$ cat config.mk
export PLATFORM = sky130hd
export DESIGN_NAME = stack_unit
export DESIGN_NICKNAME = d
export VERILOG_FILES = /design/src/rtl/stack_unit.sv
export SDC_FILE = /design/constraint.sdc
export NUM_CORES = 1
export LEC_CHECK = 0
export ABC_AREA = 1
export CAP_MARGIN = 20
export CORE_AREA = 2 2 75 77
export CTS_CLUSTER_DIAMETER = 30
export DETAILED_ROUTE_END_ITERATION = 8
export DIE_AREA = 0 0 77 79
export PLACE_DENSITY = 0.86
export SLEW_MARGIN = 20
export SYNTH_ARGS = -nofsm -noshare
export SYNTH_HDL_FRONTEND = slang
export SYNTH_SLANG_ARGS = --single-unit
$ cat constraint.sdc
create_clock -name clk -period 2 [get_ports clk]
set_input_delay 0.3 -clock clk [delete_from_list [all_inputs] [get_ports clk]]
set_output_delay 0.3 -clock clk [all_outputs]
set_load 0.005 [all_outputs]
$ cat src/rtl/stack_unit.sv
`default_nettype none
// ============================================================================
//  Module   : stack_unit
//  Purpose  : Owns SP (R3) updates; executes PUSH/POP/CALL/RET via req/ack memory.
//  Revision : 1.0 - initial release
// ============================================================================
module stack_unit #(
  parameter int            DW       = 8,
  parameter int            AW       = 8,
  parameter logic [AW-1:0] SP_RESET = 8'hFF,
  parameter logic [AW-1:0] SP_LIMIT = 8'h80
) (
  input  logic          clk,
  input  logic          rst,
  input  logic          op_valid,
  output logic          op_ready,
  input  logic [1:0]    op,
  input  logic [DW-1:0] push_data,
  input  logic [DW-1:0] pc_in,
  input  logic [AW-1:0] sp_in,
  input  logic          rf_gpr_we,
  output logic [AW-1:0] sp_value,
  output logic          sp_write_enable,
  output logic [DW-1:0] pop_data,
  output logic          pop_valid,
  output logic [DW-1:0] pc_out,
  output logic          pc_load,
  output logic          op_done,
  output logic          op_err,
  output logic          err_overflow,
  output logic          err_underflow,
  output logic          mem_req,
  output logic          mem_we,
  output logic [AW-1:0] mem_addr,
  output logic [DW-1:0] mem_wdata,
  input  logic [DW-1:0] mem_rdata,
  input  logic          mem_ack
);

  localparam logic [1:0] c_st_idle = 2'd0;
  localparam logic [1:0] c_st_mem  = 2'd1;
  localparam logic [1:0] c_st_upd  = 2'd2;
  localparam logic [1:0] c_st_err  = 2'd3;

  localparam logic [1:0] c_op_pop = 2'b01;
  localparam logic [1:0] c_op_ret = 2'b11;

  localparam logic [AW-1:0] c_sp_one = {{(AW-1){1'b0}}, 1'b1};

  logic [1:0]    r_state;
  logic [1:0]    w_next;
  logic [1:0]    r_op;
  logic [AW-1:0] r_sp;
  logic [DW-1:0] r_wdata;
  logic [DW-1:0] r_pop_data;
  logic [DW-1:0] r_pc_out;
  logic          r_err_ovf;
  logic          r_err_unf;

  logic w_accept;
  logic w_in_write;
  logic w_reject;
  logic w_q_write;
  logic w_upd_fire;

  // PUSH (00) and CALL (10) both write memory: op[0] clear
  assign w_in_write = ~op[0];
  assign w_q_write  = ~r_op[0];
  assign w_accept   = op_valid && (r_state == c_st_idle);
  assign w_reject   = w_in_write ? (sp_in < SP_LIMIT) : (sp_in == SP_RESET);
  assign w_upd_fire = (r_state == c_st_upd) && !rf_gpr_we;

  always_ff @(posedge clk or posedge rst) begin
    if (rst) r_state <= c_st_idle;
    else     r_state <= w_next;
  end

  always_comb begin
    w_next = r_state;
    case (r_state)
      c_st_idle: if (w_accept) w_next = w_reject ? c_st_err : c_st_mem;
      c_st_mem:  if (mem_ack) w_next = c_st_upd;
      c_st_upd:  if (!rf_gpr_we) w_next = c_st_idle;
      c_st_err:  w_next = c_st_idle;
      default:   w_next = c_st_idle;
    endcase
  end

  always_ff @(posedge clk or posedge rst) begin
    if (rst) begin
      r_op       <= 2'b00;
      r_sp       <= '0;
      r_wdata    <= '0;
      r_pop_data <= '0;
      r_pc_out   <= '0;
      r_err_ovf  <= 1'b0;
      r_err_unf  <= 1'b0;
    end else begin
      if (w_accept) begin
        r_op    <= op;
        r_sp    <= sp_in;
        r_wdata <= op[1] ? pc_in : push_data;
        if (w_reject && w_in_write)  r_err_ovf <= 1'b1;
        if (w_reject && !w_in_write) r_err_unf <= 1'b1;
      end
      if ((r_state == c_st_mem) && mem_ack) begin
        if (r_op == c_op_pop) r_pop_data <= mem_rdata;
        if (r_op == c_op_ret) r_pc_out   <= mem_rdata;
      end
    end
  end

  always_comb begin
    op_ready        = (r_state == c_st_idle);
    mem_req         = 1'b0;
    mem_we          = 1'b0;
    mem_addr        = '0;
    mem_wdata       = '0;
    sp_value        = '0;
    sp_write_enable = 1'b0;
    pop_valid       = 1'b0;
    pc_load         = 1'b0;
    op_done         = 1'b0;
    op_err          = 1'b0;
    case (r_state)
      c_st_mem: begin
        mem_req   = 1'b1;
        mem_we    = w_q_write;
        // SP names the next free slot, so the top item lives one above it
        mem_addr  = w_q_write ? r_sp : (r_sp + c_sp_one);
        mem_wdata = w_q_write ? r_wdata : '0;
      end
      c_st_upd: begin
        sp_value        = w_q_write ? (r_sp - c_sp_one) : (r_sp + c_sp_one);
        sp_write_enable = w_upd_fire;
        op_done         = w_upd_fire;
        pop_valid       = w_upd_fire && (r_op == c_op_pop);
        pc_load         = w_upd_fire && (r_op == c_op_ret);
      end
      c_st_err: begin
        op_done = 1'b1;
        op_err  = 1'b1;
      end
      default: ;
    endcase
  end

  assign pop_data      = r_pop_data;
  assign pc_out        = r_pc_out;
  assign err_overflow  = r_err_ovf;
  assign err_underflow = r_err_unf;

endmodule
`default_nettype wire

== Word-level counts from Yosys, hierarchy flattened ==
Index checks and enable logic that the tools add are counted.

* Bits in registers: 38
* Input bits: 39
* Output and inout bits: 50
* Word-level logic and storage cells: 56

* Add/sub/neg operators: 2
* Order comparisons: 1
* Eq/ne operators: 9
* Multiplexer cells: 20
* Bitwise operators: 2
* Reductions and logical operators: 14

{| class="wikitable"
|+ Operator list
! operator !! number
|-
| 8-bit two-way mux || 7
|-
| 8-bit by 1-bit adder with 8-bit output, second input constant || 1
|-
| 8-bit == test, second input constant || 1
|-
| 8-bit < comparator, second input constant || 1
|-
| 2-bit two-way mux || 4
|-
| 2-bit one-hot mux with 4 select lines || 1
|-
| 2-bit AND reduction || 4
|-
| 8-bit by 1-bit subtractor with 8-bit output, second input constant || 1
|-
| 1-bit logical AND || 7
|-
| 1-bit two-way mux || 7
|-
| 2-bit == test, second input constant || 3
|-
| 2-bit by 1-bit == test with 1-bit output, second input constant || 2
|-
| 2-bit != test, second input constant || 2
|-
| 3-bit AND reduction || 1
|-
| 2-bit zero test || 1
|-
| 2-bit by 1-bit != test with 1-bit output, second input constant || 1
|-
| 1-bit NOT || 2
|-
| 1-bit one-hot mux with 2 select lines || 1
|-
| 1-bit zero test || 1
|}

== Depth between registers and ports, before layout ==
* Depth after elaboration: 5
* Mapped depth: 8
* Mapped depth without buffers: 7

== Worst setup path before layout ==
No wires, ideal clock.

* Kind: flip-flop to output port
* Start point: register r_op[0]
* End point: output mem_addr[0]
* Data arrival time: 1.321 ns
* Required time: 1.700 ns
* Setup slack: 0.379 ns
* Cell stages (with the launch flop): 8
* Path buffers: 3
* Cell sequence: dfrtp_1 -> buf_2 -> inv_1 -> buf_2 -> buf_2 -> ha_1 -> inv_1 -> nor2_1

* Word-level cells in the longest chain between the ends: 2

{| class="wikitable"
|+ Ends and longest elaborated chain
! element !! RTL line !! RTL
|-
| start: declaration || 52 || <nowiki>logic [1:0] r_op;</nowiki>
|-
| start signal: assignment || 100 || <nowiki>r_op <= op;</nowiki>
|-
| 8-bit two-way mux || 130 || <nowiki>mem_addr = w_q_write ? r_sp : (r_sp + c_sp_one);</nowiki>
|-
| 8-bit two-way mux || 125 || <nowiki>case (r_state)</nowiki>
|-
| end: declaration || 34 || <nowiki>output logic [AW-1:0] mem_addr,</nowiki>
|}

Every way passes these cells.

== Worst setup path after layout ==
* Start point: register r_sp[1]
* End point: output sp_value[7]

* Word-level cells in the longest chain between the ends: 3
* Elaborated cells between the ends (all ways): 4
* Those cells by class: add/sub: 2; mux: 2

{| class="wikitable"
|+ Ends and longest elaborated chain
! element !! RTL line !! RTL
|-
| start: declaration || 53 || <nowiki>logic [AW-1:0] r_sp;</nowiki>
|-
| start signal: assignment || 101 || <nowiki>r_sp <= sp_in;</nowiki>
|-
| 8-bit by 1-bit subtractor with 8-bit output or 8-bit by 1-bit adder with 8-bit output (tied branches) || 134 || <nowiki>sp_value = w_q_write ? (r_sp - c_sp_one) : (r_sp + c_sp_one);</nowiki>
|-
| 8-bit two-way mux (*) || 134 ||
|-
| 8-bit two-way mux (*) || 125 ||
|-
| end: declaration || 22 || <nowiki>output logic [AW-1:0] sp_value,</nowiki>
|}

Mark *: on every way between the ends. The rest lies on a longest branch, timed or not.

==> results_dict.tcl <==
set metrics [dict create \
    status "finished clean" \
    grt_pass1_wl_um 10600 \
    dp.cells 474 \
    crit_type "reg2out" \
    yosysTopAreaCellShare_pct 43.0 \
    cp_slowest_stage_delay_ps 430 \
    cts_buffers 5 \
    start_util_pct 41.4 \
    clock_latency_ps 290 \
    relSlewSlack_pct 67.8 \
    antenna_found_initial 0 \
    synth_seq_area_share_pct 43.0 \
    crit_fanout 4 \
    cts_tree "built" \
    htree_levels 2 \
    syn_area_um2 2210 \
    drtIter0Drc 107 \
    fin_crit_sh_pct 97.5 \
    fin_skew_ps 3.91 \
    detailroute.via_count 2406 \
    max-clock-path-buffers 2 \
    fin_tns_setup_ps 0 \
    power.density_nw_per_um2 1380 \
    startpoint_type "register" \
    avgSynthCellArea_um2 7.04 \
    p_total_w 0.00481 \
    power_frac_comb_pct 58.8 \
    maxSlewViolCount 0 \
    gr-total-overflow 0 \
    path_clk_slew_ps 70 \
    portBuffers 88 \
    die_w_um 77 \
    hold_viol 0 \
    worstMarginPinSlew_ps 483 \
    hpwl_um 4710 \
    ys_seq_elements 38 \
    clkSinkCount 38 \
    place_worst_setup_slack_ps -42.3 \
    synth_edf_count 0 \
    root_buffer "clkbuf_8" \
    ff_latch_area_um2 957 \
    required_ps 1700 \
    core_area_um2 5340 \
    wl_um 6520 \
    clkPwrFrac_pct 11.3 \
    p_leak_nw 1.74 \
    yosysTopAreaCell "dfrtp_1" \
    gp_congestion 0.849 \
    synth-async-reset-ratio_pct 100 \
    netlist_instances 314 \
    swShare_pct 41.5 \
    setup_violations 0 \
    synth.distinct_cells 24 \
    rows 27 \
    firstDrtPassIters 4 \
    fin_cells 497 \
    stdcell_area_um2 3480 \
    worstPathCellList "buf_4 -> nand2_1 -> nor2_2 -> nand3_1 -> a21oi_2 -> nor2_1 -> dlygate4sd2_1" \
    vdd_drop_max_uv 786 \
    max-cap-violations 0 \
    postLayoutSetupSlackWorst_ps 49.2 \
    cp-end-kind "output port" \
    cp.arrival_ps 1650 \
    synth_most_common_cell "nand2_1" \
    placed_cell_area_um2 3210 \
    avgViaCountPerCell 4.84 \
    p_switching_w 0.00200 \
    grt_pass1_vias 2296 \
    drive_above_1_share_pct 18.6 \
    seqPwrFrac_pct 29.9 \
    multi_input_area_um2 1150 \
    grt_max_degree 39 \
    areaGrowthSynthToFinish_pct 57.1 \
    antennaDiodeCount 0 \
    clock.fmax_mhz 513 \
    avgRoutedWirePerCell_um 13.1 \
    dieArea_um2 6080 \
    hold_path.class "in2async" \
    synth_area_leaders "dfrtp_1 (43%), nand2_1 (16%), o21ai_0 (8.1%), nor2_1 (8.1%), inv_1 (5.4%)" \
    ant_nets 0 \
    yosys_most_used_dff "dfrtp_1" \
    syn_nets 357 \
    nFillCells 477 \
    nets 467 \
    yosys_warnings 0 \
    p_int_w 0.00282 \
    grtUsageTotal_pct 21.6 \
    finalCriticalPeriod_ps 1950 \
    slowest_stage "dfrtp_2" \
    ios 89 \
    drc 0 \
    ys_top_cells_by_count "nand2_1 (92), nor2_1 (48), dfrtp_1 (38), o21ai_0 (36), inv_1 (32)" \
    dieHeight_um 79 \
]
==> power groups by stage <==
stage          clock [W]  sequential [W]  combinational [W]
2_1_floorplan          0         0.00135            0.00135
3_3_place_gp           0         0.00140            0.00252
3_5_place_dp           0         0.00143            0.00258
4_1_cts         0.000565         0.00141            0.00264
5_1_grt         0.000588         0.00148            0.00317
6_report        0.000545         0.00144            0.00283
==> final cells by class <==
| class | count | area share (%) |
|---|---|---|
| Tap cell | 72 | 2.59 |
| Timing Repair Buffer | 116 | 30.3 |
| Inverter | 34 | 3.82 |
| Sequential cell | 38 | 27.5 |
| Clock inverter | 2 | 0.360 |
| Multi-Input combinational cell | 229 | 33.0 |
| Clock buffer | 6 | 2.38 |
==> sequential cells by signal, indices dropped and copies added, names as in the netlist <==
signal	flops
err_overflow	1
r_state	2
pc_out	8
err_underflow	1
r_op	2
r_sp	8
pop_data	8
r_wdata	8
==> timing repair <==
action | in CTS | in global routing
setup endpoints to repair | 29 | 15
buffers inserted | 6 | 9
pin swaps | 3 | 12
hold buffers | 0 | 0
gates resized for setup | 50 | 24
==> final timing paths <==
check                             start           end  slack, ps  depth (start not counted)
hold / removal                      rst     pc_out[5]        440                          3
max in group asynchronous           rst       r_sp[2]       1200                          3
hold reg to reg            err_overflow  err_overflow        460                          1
setup reg to reg             r_state[1]     pc_out[1]        270                          9
setup / recovery                r_sp[1]   sp_value[7]         50                          7
min in group clk           err_overflow  err_overflow        460                          1
==> critical path, delay by kind of cell, from the launching register on <==
| family | cells | cell delay, ps |
|---|---|---|
| flip-flops | 1 | 430 |
| buffers and inverters | 2 | 400 |
| AND/OR/NAND/NOR | 4 | 390 |
| AO/OA/AOI/OAI | 1 | 140 |
==> cell families after synthesis <==
kind of cell	Yosys count	share of synthesized area, %
AOI/OAI and AO/OA	58	14.3
and+or+nand+nor	166	31.3
DFF	38	43.0
xor gates and xnor gates	1	0.396
adders and majority gates	4	2.26
buffers and inverters	47	8.77
==> stage by stage <==
step	hold slack (ps)	util, %
global route	493	65.1
finish	435	65.1
global placement	442	60.2
CTS	443	63.2
detailed placement	449	60.2
floorplan	409	-
==> routing by layer <==
metal / vias to the layer above / share of wire (%) / global-route usage (%)
met5: - / 0 / 0
met4: 0 / 2.9 / 8.75
met3: 14 / 4.4 / 3.30
met2: 84 / 53 / 40.4
met1: 1095 / 39 / 24.8
li1: 1213 / - / -
==> cell usage in the layout, fill, tap and decap left out, drive strengths merged <==
cell	Yosys	layout
a31oi	8	8
dlygate4sd2	0	23
clkbuf	4	9
a21oi	9	9
dfrtp	38	38
dlymetal6s2s	0	3
o21ai	38	38
or2	1	1
inv	33	33
o21bai	2	2
nand3	12	12
nor2	51	51
xnor2	1	1
nand4	1	1
a21o	1	1
clkinvlp	0	1
buf	9	29
nand2	96	96
clkdlybuf4s50	0	58
clkinv	1	2
ha	4	4
nor3	5	5
Power figures use the tool's default switching activity.
==> RTL change, RTL diff (config.mk and constraints unchanged) <==
Reset style: synchronous (`rst`), changed in 2 clocked blocks.
--- a/src/rtl/stack_unit.sv
+++ b/src/rtl/stack_unit.sv
@@ -72,3 +72,3 @@
 
-  always_ff @(posedge clk or posedge rst) begin
+  always_ff @(posedge clk) begin
     if (rst) r_state <= c_st_idle;
@@ -88,3 +88,3 @@
 
-  always_ff @(posedge clk or posedge rst) begin
+  always_ff @(posedge clk) begin
     if (rst) begin
Formal check against the unedited RTL: differs if rst is asserted again (counterexample within 4 cycles, from zero or initial values and one cycle with rst high); with rst held inactive, the same outputs for 10 cycles.
==> RTL change against the unedited design <==
  * Sequential share of layout area shrank 5.0 points
  * Routed wire length up 5.5%
  * Setup slack got worse by 14 ps
  * Area after synthesis fell by 1.1%
  * Non-clock buffer count is 4 lower
  * Sequential cell count unchanged
  * First-iteration DRC count is 0.93% higher
  * Design area increased by 0.68%
Power is not compared: it rests on default switching activity, and its combinational part moved more than twofold at a synthesized area within 25%.
==> RTL change: results <==
status:
  run_status: "completed"
placement:
  weighted_congestion_at_the_end_of_routability_driven_global_placement: 0.901
  dp.final_hpwl_um: 4810
  detailed_place.area_sq_mm: 0.00315
drt:
  routed-wl-met2_um: 3520
  average_via_count_per_standard_cell: 4.96
  detail_route.iter0.violations: 108
  wl_met1_um: 2860
setup_path:
  cp_slowest_cell: "dfxtp_4"
  rr_endpoint: "err_overflow"
  worst-r2r-cell-count: 7
  crit_path_end: "mem_addr[7]"
  data_arrival_at_the_endpoint_of_the_critical_path_ps: 1670
  critPathMaxStageDelay_ps: 390
  worstSetupStartpoint: "r_sp[2]"
  critPathMaxFanout: 5
grt:
  via_count_of_the_first_global_routing_pass: 2244
  global_route_wire_length_before_repair_um: 10700
  groute.layer.met2.usage_pct: 38.4
  met3_usage_pct: 4.77
  grt.total_usage_pct: 21.5
  grt_use_met1_pct: 26.3
clock_network:
  post_cts.repair.setup_buffers: 3
  max-clock-path-buffers: 2
  post_cts_resized: 52
synthesis:
  synth-compound-area-share_pct: 20.4
  yosys.cell_types.count: 31
  syn_nets: 367
  synth_sequential_area_ratio_pct: 34.8
  synth-adder-area-share_pct: 2.29
  async_flop_share_pct: 0
  yosys-top-cells-area: "dfxtp_1 (35%), nand2_1 (13%), nor2_1 (10%)"
  synth_top_cells_by_count: "nand2_1 (77), nor2_1 (59), a21oi_1 (39)"
  yosys-mux-area-fraction_pct: 0
sta:
  timing_worst_slew_pin_value_ps: 611
  clock-skew-final_ps: 6.05
  post-route-period-util_pct: 98.3
final_layout:
  finish.net_count: 470
  final_layout_size_suffix_gt1_share_pct: 20.8
  final.fill_count: 484
hold_path:
  worst_hold_path_type: "flip-flop to flip-flop"
-- RTL change: cell count changes after synthesis, sizes merged, moves of 2 or more --
cell / before / now
a211oi: 0 / 19
clkbuf: 4 / 8
a31oi: 8 / 1
a21oi: 9 / 39
nor2: 51 / 63
dfxtp: 0 / 38
o21bai: 2 / 0
o21ai: 38 / 11
nand2: 96 / 78
dfrtp: 38 / 0
-- RTL change: final cells by class --
cell class / count / area (sq um) / share of cell area, %
Multi-Input combinational cell: 236 / 1320 / 37.6
Sequential cell: 38 / 788 / 22.5
Clock buffer: 5 / 68.8 / 1.97
Tap cell: 72 / 90.1 / 2.57
Inverter: 34 / 150 / 4.29
Timing Repair Buffer: 112 / 1080 / 30.7
Clock inverter: 2 / 10.0 / 0.286
-- RTL change: per-stage QoR --
step	std cells	hold slack [ps]
floorplan	324	443
global placement	478	442
detailed placement	478	444
CTS	488	456
global route	499	487
finish	499	461
